### src/rtl/locker_lockout_ctrl.sv
// Locker lockout controller: turns door-FSM verdicts into door, buzzer
// and keypad-enable drive, with a wrong-attempt counter and timed lockout.
module locker_lockout_ctrl #(
  parameter int MAX_FAILS     = 3,
  parameter int FAIL_W        = 2,
  parameter int UNLOCK_CYCLES = 500,
  parameter int WARN_CYCLES   = 50,
  parameter int LOCK_CYCLES   = 5000,
  parameter int BEEP_HALF     = 25,
  parameter int TMR_W         = 13
) (
  input  logic              clock,
  input  logic              clear_n,
  input  logic              LED_right,
  input  logic              LED_wrong,
  input  logic              lock_req,
  output logic              door_open,
  output logic              entry_enable,
  output logic              buzzer,
  output logic [FAIL_W-1:0] fail_count,
  output logic [1:0]        mode
);

  localparam int BEEP_W = (BEEP_HALF > 1) ? $clog2(BEEP_HALF) : 1;

  typedef enum logic [1:0] {
    IDLE     = 2'd0,
    UNLOCKED = 2'd1,
    WARN     = 2'd2,
    LOCKOUT  = 2'd3
  } mode_e;

  mode_e             state_q, state_d;
  logic [TMR_W-1:0]  timer_q, timer_d;
  logic [FAIL_W-1:0] fail_q, fail_d;
  logic [BEEP_W-1:0] beep_q, beep_d;
  logic              tone_q, tone_d;
  logic              right_q, right_d;
  logic              wrong_q, wrong_d;
  logic              door_q, door_d;
  logic              entry_q, entry_d;
  logic              buzz_q, buzz_d;
  logic              right_evt, wrong_evt;

  assign right_evt = LED_right & ~right_q;
  assign wrong_evt = LED_wrong & ~wrong_q;

  // Next-state, timer, fail counter and lockout tone phase
  always_comb begin
    state_d = state_q;
    timer_d = timer_q;
    fail_d  = fail_q;
    beep_d  = beep_q;
    tone_d  = tone_q;
    right_d = LED_right;
    wrong_d = LED_wrong;
    unique case (state_q)
      IDLE: begin
        if (wrong_evt) begin
          if (int'(fail_q) + 1 < MAX_FAILS) begin
            state_d = WARN;
            fail_d  = fail_q + 1'b1;
            timer_d = TMR_W'(WARN_CYCLES - 1);
          end else begin
            state_d = LOCKOUT;
            fail_d  = FAIL_W'(MAX_FAILS);
            timer_d = TMR_W'(LOCK_CYCLES - 1);
            beep_d  = '0;
            tone_d  = 1'b1;
          end
        end else if (right_evt) begin
          state_d = UNLOCKED;
          fail_d  = '0;
          timer_d = TMR_W'(UNLOCK_CYCLES - 1);
        end
      end
      UNLOCKED: begin
        if (lock_req || timer_q == '0) begin
          state_d = IDLE;
          timer_d = '0;
        end else begin
          timer_d = timer_q - 1'b1;
        end
      end
      WARN: begin
        if (timer_q == '0) begin
          state_d = IDLE;
        end else begin
          timer_d = timer_q - 1'b1;
        end
      end
      LOCKOUT: begin
        if (timer_q == '0) begin
          state_d = IDLE;
          fail_d  = '0;
          beep_d  = '0;
          tone_d  = 1'b0;
        end else begin
          timer_d = timer_q - 1'b1;
          if (beep_q == BEEP_W'(BEEP_HALF - 1)) begin
            beep_d = '0;
            tone_d = ~tone_q;
          end else begin
            beep_d = beep_q + 1'b1;
          end
        end
      end
      default: begin
        state_d = IDLE;
        timer_d = '0;
      end
    endcase
  end

  // Output decode from the next state so every output is a flop
  always_comb begin
    door_d  = (state_d == UNLOCKED);
    entry_d = (state_d == IDLE);
    buzz_d  = (state_d == WARN) |
              ((state_d == LOCKOUT) & tone_d);
  end

  // State and output registers
  always_ff @(posedge clock or negedge clear_n) begin
    if (!clear_n) begin
      state_q <= IDLE;
      timer_q <= '0;
      fail_q  <= '0;
      beep_q  <= '0;
      tone_q  <= 1'b0;
      right_q <= 1'b0;
      wrong_q <= 1'b0;
      door_q  <= 1'b0;
      entry_q <= 1'b1;
      buzz_q  <= 1'b0;
    end else begin
      state_q <= state_d;
      timer_q <= timer_d;
      fail_q  <= fail_d;
      beep_q  <= beep_d;
      tone_q  <= tone_d;
      right_q <= right_d;
      wrong_q <= wrong_d;
      door_q  <= door_d;
      entry_q <= entry_d;
      buzz_q  <= buzz_d;
    end
  end

  assign door_open    = door_q;
  assign entry_enable = entry_q;
  assign buzzer       = buzz_q;
  assign fail_count   = fail_q;
  assign mode         = state_q;

endmodule
### config.mk
export PLATFORM = sky130hd
export DESIGN_NAME = locker_lockout_ctrl
export DESIGN_NICKNAME = d
export VERILOG_FILES = /design/src/rtl/locker_lockout_ctrl.sv
export SDC_FILE = /design/constraint.sdc
export NUM_CORES = 1
export LEC_CHECK = 0
export BUFFER_PORTS_ARGS = -buffer_cell sky130_fd_sc_hd__buf_2
export CAP_MARGIN = 20
export CORE_MARGIN = 2
export CORE_UTILIZATION = 64
export DETAILED_ROUTE_END_ITERATION = 16
export PLACE_DENSITY = 0.84
export SETUP_SLACK_MARGIN = 0.2
export SLEW_MARGIN = 10
export SYNTH_ARGS = -nofsm -noshare
export SYNTH_HDL_FRONTEND = slang
export SYNTH_SLANG_ARGS = --single-unit
### constraint.sdc
create_clock -name clock -period 5.3 [get_ports clock]
set_input_delay 0.265 -clock clock [delete_from_list [all_inputs] [get_ports clock]]
set_output_delay 0.265 -clock clock [all_outputs]
set_load 0.05 [all_outputs]
==> results of run 1 <==
-- cells by family (layout without fill, tap and decap cells) --
group | after synthesis | after routing
buffers and inverters | 12 | 27
DFF | 28 | 28
muxes | 1 | 1
AOI/OAI and AO/OA | 57 | 57
and+or+nand+nor | 68 | 68
adders and majority gates | 8 | 8
-- area by class of cell --
cell class | count | area, um2
clock buffers | 3 | 22.52
fillers | 192 | 653.1
clock inverters | 1 | 30.03
repair buffers | 12 | 65.06
well taps | 30 | 37.54
flip-flops and latches | 28 | 701.9
multi-input cells | 134 | 925.9
inverters | 11 | 41.29
-- power breakdown --
group          switching (mW)  internal [mW]
registers              0.0714          0.282
clock network          0.0659         0.0766
logic                   0.383          0.208
total                   0.520          0.567
-- path summary, 6_finish.rpt --
kind	start	end	slack [ps]	depth (start not counted)
max in group asynchronous	clear_n	mode[1]	4470	2
hold / removal	LED_right	right_q	40	1
hold reg to reg	timer_q[10]	timer_q[10]	530	1
min in group asynchronous	clear_n	timer_q[6]	430	2
setup / recovery	timer_q[0]	door_open	3010	7
setup reg to reg	timer_q[0]	door_open	3010	7
-- worst max-delay path, delay by kind of cell, from the launching register on --
family | cells | cell delay [ps]
buffers and inverters | 1 | 120
DFF | 1 | 440
and+or+nand+nor | 4 | 1220
AOI/OAI and AO/OA | 1 | 260
adders and majority gates | 1 | 150
-- state kept, by name, indices dropped and copies added, names as in the netlist --
signal,cells
fail_count,2
tone_q,1
wrong_q,1
beep_q,5
entry_enable,1
timer_q,13
buzzer,1
door_open,1
right_q,1
mode,2
-- cell usage in the layout (no fill, tap or decap), types with 2 or more instances in the layout --
| cell | netlist | final |
|---|---|---|
| nor4_1 | 2 | 2 |
| dfrtp_1 | 27 | 27 |
| nand3_1 | 10 | 10 |
| nand4_1 | 2 | 2 |
| or3_1 | 2 | 2 |
| and3_1 | 4 | 4 |
| nor3_1 | 4 | 4 |
| inv_1 | 10 | 10 |
| o22a_1 | 3 | 3 |
| ha_1 | 8 | 8 |
| buf_2 | 0 | 11 |
| o21a_1 | 3 | 3 |
| nor2b_1 | 3 | 3 |
| o21ai_1 | 3 | 3 |
| a41oi_1 | 2 | 2 |
| o21ai_0 | 10 | 10 |
| a21oi_1 | 10 | 10 |
| nand2_1 | 12 | 12 |
| a21o_1 | 3 | 3 |
| nand2b_1 | 6 | 6 |
| a31oi_1 | 3 | 3 |
| nor2_2 | 2 | 2 |
| o2bb2ai_1 | 3 | 3 |
| or4_4 | 2 | 2 |
| nor2_1 | 8 | 8 |
| and2_1 | 2 | 2 |
| a22o_1 | 2 | 2 |
| clkbuf_4 | 0 | 3 |
-- per-stage QoR --
step                power (mW)  std cells
global placement        0.9149        214
finish                   1.087        219
floorplan               0.8062        174
detailed placement      0.9367        214
global route             1.167        219
CTS                      1.080        219
-- layer usage --
metal	vias to the layer above	track usage (%)	routed length [um]
li1	685	-	-
met2	50	42.26	1657
met1	678	42.31	1691
met3	9	4.032	211
met4	0	8.537	56
met5	-	0	0
==> results.md, run 1 <==
- Status: complete, no violations
- Io pins: 12
- Post-CTS Hold Buffers: 1
- Netlist cell types: 54
- Syn_area_per_cell: 9.614 um2
- CP Data Required Time: 5550 ps
- Total number of vias: 1,422
- Post-synth ARST share: between 90% and 100%
- Chip height: 55.13 um
- Most frequent cells after synthesis: dfrtp_1 (27), nand2_1 (12)
- Hpwl dp: 2647 um
- Post-Route WL: 3616 um
- Synth Instances: 174
- Final setup fails: 0
- Post-synthesis sequential area ratio: 41.96%
- Rows: 18
- CP max FO: 9
- Global-route wire length before repair: 6051 um
- DR iter-0 viols: 65
- CP max-delay cell: or4b_4
- Port-buffer cells: 11
- Adder-cell area share of the yosys netlist: 5.984%
- Post-synth EDFFs: 0
- Post-synthesis xor/xnor area fraction: 0%
- Initial antenna violation count: 0
- Max Cap Violations: 0
- Yosys warnings: 0
- Synth Register Bits: 28
- Clock Skew: approximately 9.6 ps
- Worst-path clk slew: 160 ps
- Yosys top cell area share: 40.39%
- N_diodes: 0
- Pin count of the biggest net entering global routing: 29
- Initial core utilization: 67.53%
- Post-layout util: 73.64%
- Vias in the first global route: 1,290
- Leakage: 0.8174 nW
- Layout net count: 203
- TritonCTS clock tree: yes
- Hold WS: 36.13 ps
- Setup TNS after final layout: 0 ps
- Mux cell area share after synthesis: 0.5984%
- Setup bufs post-CTS: 0
- Setup ws final: 3011 ps
- CP Launch Type: register
- Vias per cell: 6.493
- Max Fclk: 436.9 MHz
- Htree depth: 1
- Die area: ~3000 um2
- Compound-Gate Fraction of Synth Area: 24.01%
- Critical path type: reg2reg
- All-Layer GR Usage: 28.19%
- Final min period: ~2300 ps
- Cell Area, Placed: about 1800 um2
- CP peak stage delay: just over 500 ps
- Cell with the most instances after synthesis: dfrtp_1
- Synth Area in Simple Gates: 24.76%
- Largest family of logic cells by synthesized area: simple AND/OR/NAND/NOR gates
- Period utilization: 43.18%
- Gr ovfl total: 0
- Arr. time, crit path: 2540 ps
- Clock buffer depth: 2
- CTS sink count: 28
- Max-slew headroom: 53.34%
- RSZ-0062 raised after global routing: no
- Post-route cell area: 1824 um2
- Peak VDD IR: 0.4452 mV
- CTS Root Cell: clkbuf_4
- Average routed wire per standard cell: 16.51 um
- Post-Syn Area: 1673 um2
- Synth top area cells: dfrtp_1 (40%), ha_1 (6.0%), a21oi_1 (3.0%)
- Clk_lat worst skew: 340 ps
- Pre-CTS setup slack: 3078 ps
- Setup crit end kind: register
- Pins over their slew limit: 0
- Core area: 2477 um2
- Worst path cell trace: inv_1 > ha_1 > or4b_4 > nor3_4 > nor2_2 > a22o_1 > and2_1
- Drt pass-1 iters: 4
- Leading register cell type out of synthesis: dfrtp_1
- PwrDens: 595.6 nW/um2
- Worst-Margin Slew: around 690 ps
- Final hold vios: 0
- Type of the most critical hold path: in2reg
- Routed Antenna Nets: 0
- Net Count, Synth: around 190
- Residual DRC: 0
- Area leader, netlist: dfrtp_1
- Area grow syn2layout: 9.050%
- Layout cells sized above 1: 15.87%
- CTS resizes: 0
- CTS Buf Count: 3
- Die width: between 50 and 60 um
- Placer Congestion: 0.9090
No activity file was read; power rests on OpenSTA's default activity.
==> inputs of run 2 (changes only) <==
--- a/config.mk
+++ b/config.mk
@@ -8,9 +8,9 @@
 export BUFFER_PORTS_ARGS = -buffer_cell sky130_fd_sc_hd__buf_2
 export CAP_MARGIN = 20
 export CORE_MARGIN = 2
-export CORE_UTILIZATION = 64
+export CORE_UTILIZATION = 59
 export DETAILED_ROUTE_END_ITERATION = 16
-export PLACE_DENSITY = 0.84
+export PLACE_DENSITY = 0.78
 export SETUP_SLACK_MARGIN = 0.2
 export SLEW_MARGIN = 10
 export SYNTH_ARGS = -nofsm -noshare
==> constraint.sdc (replaced) <==
create_clock -name clock -period 2.3 [get_ports clock]
set_input_delay 0.115 -clock clock [delete_from_list [all_inputs] [get_ports clock]]
set_output_delay 0.115 -clock clock [all_outputs]
set_load 0.05 [all_outputs]
==> run 2 against run 1 <==
Effect of this change:
- clock skew grew 0.68 ps
- sequential share of layout area shrank 3.4 points
- design area up 10%
- clock-buffer cell count is the same
- utilization down 0.23 points
- worst hold slack improved by 260 ps
- worst setup slack got worse by 2900 ps
- clock power rose by 130%
- non-clock buffer count increased by 13
- maximum frequency is 6.2% higher
- die area increased by 7.8%
- total power grew to 2.5 times the previous value
- critical path type unchanged
- largest cell class unchanged
- highest routed layer unchanged
==> results.md, run 2 (synthesized netlist as in run 1, its figures left out) <==
- Status: complete, no violations (unchanged)
- Setup TNS after final layout: 0 ps (unchanged)
- Max Cap Violations: 0 (unchanged)
- N_diodes: 0 (unchanged)
- Residual DRC: 0 (unchanged)
- Setup crit end kind: register (unchanged)
- TritonCTS clock tree: yes (unchanged)
- Placer Congestion: 0.9900 (was 0.9090)
- Most frequent cells in the layout: dfrtp_1 (26), nand2_1 (11), buf_2 (11) (was dfrtp_1 (27), nand2_1 (12), buf_2 (11))
- Largest reg by FF count: timer_q (unchanged)
- Hpwl dp: 2749 um (was 2647 um)
- Reg2Reg Capture Point: timer_q[8] (was door_open)
- Total number of vias: 1,532 (was 1,422)
- Vias per cell: 6.575 (was 6.493)
- CP Data Required Time: 2590 ps (was 5550 ps)
- Die area: 3277 um2 (was 3039 um2)
- PwrDens: 1364 nW/um2 (was 595.6 nW/um2)
- Pins over their slew limit: 0 (unchanged)
- Layout net count: 216 (was 203)
- Max Fclk: 464.0 MHz (was 436.9 MHz)
- Post-route cell area: 2007 um2 (was 1824 um2)
- Final hold vios: 0 (unchanged)
- DR iter-0 viols: 94 (was 65)
- Arr. time, crit path: 2450 ps (was 2540 ps)
- CTS sink count: 28 (unchanged)
- Htree depth: 1 (unchanged)
- Hold WS: 293.9 ps (was 36.13 ps)
- Clock Skew: 10.26 ps (was 9.575 ps)
- Average routed wire per standard cell: 17.48 um (was 16.51 um)
- Chip height: 57.25 um (was 55.13 um)
- Most common cell after layout, fill and taps aside: dfrtp_1 (unchanged)
- Final setup fails: 0 (unchanged)
- Global-route wire length before repair: 6389 um (was 6051 um)
- Post-layout util: 73.41% (was 73.64%)
- Die width: 57.25 um (was 55.13 um)
- Layout cells sized above 1: 25.25% (was 15.87%)
- Final min period: 2155 ps (was 2289 ps)
- Worst-Margin Slew: 626.7 ps (was 693.4 ps)
- CP max FO: 16 (was 9)
- Period utilization: 93.70% (was 43.18%)
- Rows: 19 (was 18)
- Fill cells: 193 (was 192)
- Gr ovfl total: 0 (unchanged)
- Io pins: 12 (unchanged)
- Vias in the first global route: 1,448 (was 1,290)
- Clock buffer depth: 2 (unchanged)
- Critical path type: reg2reg (unchanged)
- Initial core utilization: 61.19% (was 67.53%)
- Pin count of the biggest net entering global routing: 29 (unchanged)
- Max reg flops: 13 (unchanged)
- Area grow syn2layout: 19.97% (was 9.050%)
- Clk_lat worst skew: 340 ps (about the same)
- FF-to-FF setup slack: 140 ps (was 3010 ps)
- Port-buffer cells: 11 (unchanged)
- Leakage: 0.9035 nW (was 0.8174 nW)
- Core area: 2734 um2 (was 2477 um2)
- CP Launch Type: register (unchanged)
- Max-slew headroom: 58.22% (was 53.34%)
- Top flop regs: timer_q x13, beep_q x5 (unchanged)
- Initial antenna violation count: 0 (unchanged)
- RSZ-0062 raised after global routing: yes (was no)
- All-Layer GR Usage: 24.59% (was 28.19%)
- Type of the most critical hold path: in2async (was in2reg)
- Drt pass-1 iters: 4 (unchanged)
- Cell Area, Placed: 1797 um2 (was 1762 um2)
- CTS Root Cell: clkbuf_4 (unchanged)
- Peak VDD IR: 0.8770 mV (was 0.4452 mV)
- Routed Antenna Nets: 0 (unchanged)
- CTS Buf Count: 3 (unchanged)
- Worst flop-to-flop path startpoint: mode[1] (was timer_q[0])
- Reg2reg path depth: 5 (was 7)
- Post-Route WL: 4073 um (was 3616 um)
- Worst-path clk slew: 160 ps (about the same)
==> run 2: layer usage <==
metal  GRT usage (%)  wire, um  vias up
li1                -         -      715
met1           35.50      1810      745
met2           38.10      1969       63
met3           2.494       229        9
met4           10.30        63        0
met5               0         0        -
==> run 2: worst max path at each step <==
stage,from,to,slack [ps],depth (start not counted)
3_5_place_dp,timer_q[0],timer_q[3],110,7
3_3_place_gp,timer_q[0],timer_q[6],170,7
5_1_grt,timer_q[0],timer_q[4],110,8
4_1_cts,timer_q[1],buzzer,210,7
2_1_floorplan,mode[1],timer_q[7],220,6
6_report,mode[1],timer_q[8],140,5
==> run 2: power breakdown <==
| part | internal, mW | switching [mW] | total (mW) |
|---|---|---|---|
| registers | 0.651 | 0.167 | 0.818 |
| logic | 0.609 | 0.980 | 1.59 |
| clock network | 0.176 | 0.154 | 0.331 |
==> run 2: timing repair <==
item,CTS,global route
resized for setup,2,16
hold endpoints to repair,29,0
buffers inserted,2,5
pin swaps,3,9
endpoints found under the setup margin,18,19
hold buffers,3,0
==> run 2: layout make-up <==
| class | count | area [um2] | share of cell area, % |
|---|---|---|---|
| multi-input combinational | 134 | 999.7 | 49.81 |
| tap | 31 | 38.79 | 1.933 |
| sequential | 28 | 703.2 | 35.04 |
| clock inverter | 1 | 30.03 | 1.496 |
| timing repair buffer | 25 | 171.4 | 8.541 |
| clock buffer | 3 | 22.52 | 1.122 |
| inverter | 11 | 41.29 | 2.057 |
==> run 2: worst max-delay path, stage by stage, from the launching register on <==
cell	delay, ps
dfrtp_1	470
inv_1	110
ha_1	500
o21ai_0	370
a211oi_1	460
o22a_1	200
==> run 2: through the flow <==
step           worst slack (ps)  instances  total power, mW
2_1_floorplan             223.5        174            1.864
3_3_place_gp              170.0        219            2.155
3_5_place_dp              112.9        219            2.204
4_1_cts                   205.2        228            2.558
5_1_grt                   106.3        233            2.914
6_report                  144.9        233            2.738
==> inputs of run 3 (changes only) <==
--- a/config.mk
+++ b/config.mk
@@ -5,12 +5,14 @@
 export SDC_FILE = /design/constraint.sdc
 export NUM_CORES = 1
 export LEC_CHECK = 0
+export ABC_AREA = 1
+export ABC_CLOCK_PERIOD_IN_PS = 2300
 export BUFFER_PORTS_ARGS = -buffer_cell sky130_fd_sc_hd__buf_2
 export CAP_MARGIN = 20
 export CORE_MARGIN = 2
-export CORE_UTILIZATION = 59
+export CORE_UTILIZATION = 60
 export DETAILED_ROUTE_END_ITERATION = 16
-export PLACE_DENSITY = 0.78
+export PLACE_DENSITY = 0.79
 export SETUP_SLACK_MARGIN = 0.2
 export SLEW_MARGIN = 10
 export SYNTH_ARGS = -nofsm -noshare
==> run 3 against run 2 <==
Effect of this change:
- the flow now finishes with violations (design-rule violations)
- worst hold slack lost 29 ps
- total power shrank 7.0%
- combinational power shrank 13%
- synthesized area grew 7.3%
- sequential share of layout area grew 0.95 points
- critical endpoint is now timer_q[10]
==> results.md, run 3 <==
- Status: finished, violations left (was complete, no violations)
- Failing checks: design-rule violations
- GR peak layer: met2 (unchanged)
- Die area: 3444 um2 (was 3277 um2)
- Layout net count: 267 (was 216)
- CTS Root Cell: clkbuf_4 (unchanged)
- Initial antenna violation count: 0 (unchanged)
- Largest reg by FF count: timer_q (unchanged)
- Total number of vias: 1,519 (was 1,532)
- Final hold vios: 0 (unchanged)
- Top flop regs: timer_q x13, beep_q x5 (unchanged)
- Post-synth EDFFs: 0 (unchanged)
- Yosys warnings: 0 (unchanged)
- Most frequent cells after synthesis: nand2_1 (46), inv_1 (36), nor2_1 (29) (was dfrtp_1 (27), nand2_1 (12))
- Area leader, netlist: dfrtp_1 (unchanged)
- N_diodes: 0 (unchanged)
- Syn_area_per_cell: 7.539 um2 (was 9.614 um2)
- Tot Pwr: 2.545 mW (was 2.738 mW)
- Post-Route WL: 3505 um (was 4073 um)
- Netlist cell types: 27 (was 54)
- Fill cells: 251 (was 193)
- Clock Skew: 17.76 ps (was 10.26 ps)
- Peak VDD IR: 0.9245 mV (was 0.8770 mV)
- Arr. time, crit path: 2050 ps (was 2450 ps)
- Rows: 19 (unchanged)
- M1 GR Usage: 35.57% (was 35.50%)
- Port-buffer cells: 11 (unchanged)
- M2 GR Usage: 37.08% (was 38.10%)
- CP Data Required Time: 2550 ps (was 2590 ps)
- FF-to-FF setup slack: 510 ps (was 140 ps)
- Initial core utilization: 63.96% (was 61.19%)
- TritonCTS clock tree: yes (unchanged)
- Worst flop-to-flop path startpoint: mode[1] (unchanged)
- Chip height: 58.69 um (was 57.25 um)
- Setup TNS after final layout: 0 ps (unchanged)
- Period utilization: 78.03% (was 93.70%)
- Post-Syn Area: 1794 um2 (was 1673 um2)
- CTS resizes: 0 (was 2)
- Leakage: 1.026 nW (was 0.9035 nW)
- Pins over their slew limit: 0 (unchanged)
- Max Cap Violations: 0 (unchanged)
- Global Route met3 Usage: 3.077% (was 2.494%)
- Gr ovfl total: 0 (unchanged)
- Area grow syn2layout: 8.717% (was 19.97%)
- CP Launch Point: mode[1] (unchanged)
- Setup ws final: 505.3 ps (was 144.9 ps)
- Type of the most critical hold path: in2reg (was in2async)
- Synth top area cells: dfrtp_1 (38%), nand2_1 (9.6%), nand3_1 (7.8%) (was dfrtp_1 (40%), ha_1 (6.0%), a21oi_1 (3.0%))
- Most common cell after layout, fill and taps aside: nand2_1 (was dfrtp_1)
- Most frequent cells in the layout: nand2_1 (46), inv_1 (36), nor2_1 (29) (was dfrtp_1 (26), nand2_1 (11), buf_2 (11))
- Pre-CTS setup slack: 517.7 ps (was 112.9 ps)
- Critical path type: reg2reg (unchanged)
- Hpwl dp: 2698 um (was 2749 um)
- Post-synthesis sequential area ratio: 39.12% (was 41.96%)
- Setup bufs post-CTS: 0 (was 2)
- Setup crit end kind: register (unchanged)
- Max Fclk: 557.2 MHz (was 464.0 MHz)
- Area of the multi-input gates: 930.9 um2 (was 999.7 um2)
- Final min period: 1795 ps (was 2155 ps)
- Htree depth: 1 (unchanged)
- Core area: 2805 um2 (was 2734 um2)
- Cell with the most instances after synthesis: nand2_1 (was dfrtp_1)
- Worst-Margin Slew: 604.2 ps (was 626.7 ps)
- Io pins: 12 (unchanged)
- Reg2reg path depth: 9 (was 5)
- Post-synth ARST share: 100.0% (unchanged)
- DR iter-0 viols: 56 (was 94)
- Die width: 58.69 um (was 57.25 um)
- Final setup fails: 0 (unchanged)
- Max reg flops: 13 (unchanged)
- Hold path startpoint: lock_req
- PwrDens: 1305 nW/um2 (was 1364 nW/um2)
- RSZ-0062 raised after global routing: no (was yes)
- Synth Instances: 238 (was 174)
- Yosys top cell area share: 37.66% (was 40.39%)
- All-Layer GR Usage: 24.43% (was 24.59%)
- Clock buffer depth: 2 (unchanged)
- Critical path endpoint: timer_q[10] (was timer_q[8])
- Leading register cell type out of synthesis: dfrtp_1 (unchanged)
- CP max FO: 10 (was 16)
- Pin count of the biggest net entering global routing: 29 (unchanged)
- Vias in the first global route: 1,433 (was 1,448)
- Reg2Reg Capture Point: timer_q[10] (was timer_q[8])
- Synth Register Bits: 28 (unchanged)
- Global-route wire length before repair: 6389 um (unchanged)
- CTS Buf Count: 3 (unchanged)
- Worst-path clk slew: 160 ps (about the same)
- Max-slew headroom: 59.72% (was 58.22%)
- Register area: 701.9 um2 (was 703.2 um2)
- Placer Congestion: 0.8304 (was 0.9900)
- Residual DRC: 1 (was 0)
- Average routed wire per standard cell: 12.34 um (was 17.48 um)
- Routed Antenna Nets: 0 (unchanged)
- CP Launch Type: register (unchanged)
- Layout cells sized above 1: 13.44% (was 25.25%)
- Net Count, Synth: 251 (was 187)
- Vias per cell: 5.349 (was 6.575)
- Drt pass-1 iters: 10 (was 4)
- Clk_lat worst skew: 340 ps (about the same)
- CTS sink count: 28 (unchanged)
run 3: cell count changes in the layout (fill, tap and decap cells not counted), moves of 5 or more:
cell | previous run | this run
nand2_1 | 11 | 46
inv_1 | 8 | 36
nor2_1 | 6 | 29
nand3_1 | 10 | 28
buf_4 | 10 | 0
nor2_2 | 2 | 9
nand2b_1 | 6 | 0
xor2_1 | 0 | 5
run 3: worst min-delay path by stage:
stage	endpoint	slack (ps)	cells after the start
finish	door_open	260	4
global placement	fail_count[0]	160	1
global route	door_open	280	4
floorplan	beep_q[0]	-180	0
CTS	door_open	240	4
detailed placement	fail_count[0]	160	1
run 3: what timing repair did:
item | CTS | global route
endpoints found under the setup margin | 0 | 0
hold buffers | 3 | 0
hold endpoints to repair | 29 | 0
run 3: critical path, stage by stage, from the launching register on:
cell	delay (ps)
dfrtp_1	470
ha_1	300
nor2_2	220
o21ai_0	220
nand2_1	160
nand2_4	100
nand2_1	110
inv_1	40
nand2_1	60
nand2_1	40
run 3: through the flow:
stage	std cells	hold slack, ps	area (um2)	utilization (%)
3_3_place_gp	277	159.3	1868	66.59
4_1_cts	284	244.3	1951	69.54
5_1_grt	284	279.6	1951	69.54
2_1_floorplan	238	-180.6	1794	-
6_report	284	264.7	1951	69.54
3_5_place_dp	277	162.6	1868	66.59
run 3: layout make-up:
type / count / share of cell area, %
Clock buffer: 3 / 1.155
Multi-Input combinational cell: 170 / 47.72
Tap cell: 31 / 1.988
Timing Repair Buffer: 14 / 4.362
Sequential cell: 28 / 35.98
Inverter: 37 / 7.248
Clock inverter: 1 / 1.539
run 3: kinds of logic (layout without fill, tap and decap cells):
logic type,Yosys count,after routing,synth area share (%)
compound gates,28,28,8.299
xor+xnor,8,8,3.905
fa+ha+maj,8,8,5.579
buf+inv,40,55,8.996
flops,28,28,39.12
simple gates,126,126,34.10
run 3: layer usage:
layer	wire length, um	part of all wire (%)
met1	1799	51
met2	1501	43
met3	151	4.3
met4	53	1.5
met5	0	0
run 3: where the power goes:
group,switching (mW),internal (mW)
Clock,0.147,0.176
Combinational,0.968,0.425
Sequential,0.173,0.656
Total,1.29,1.26
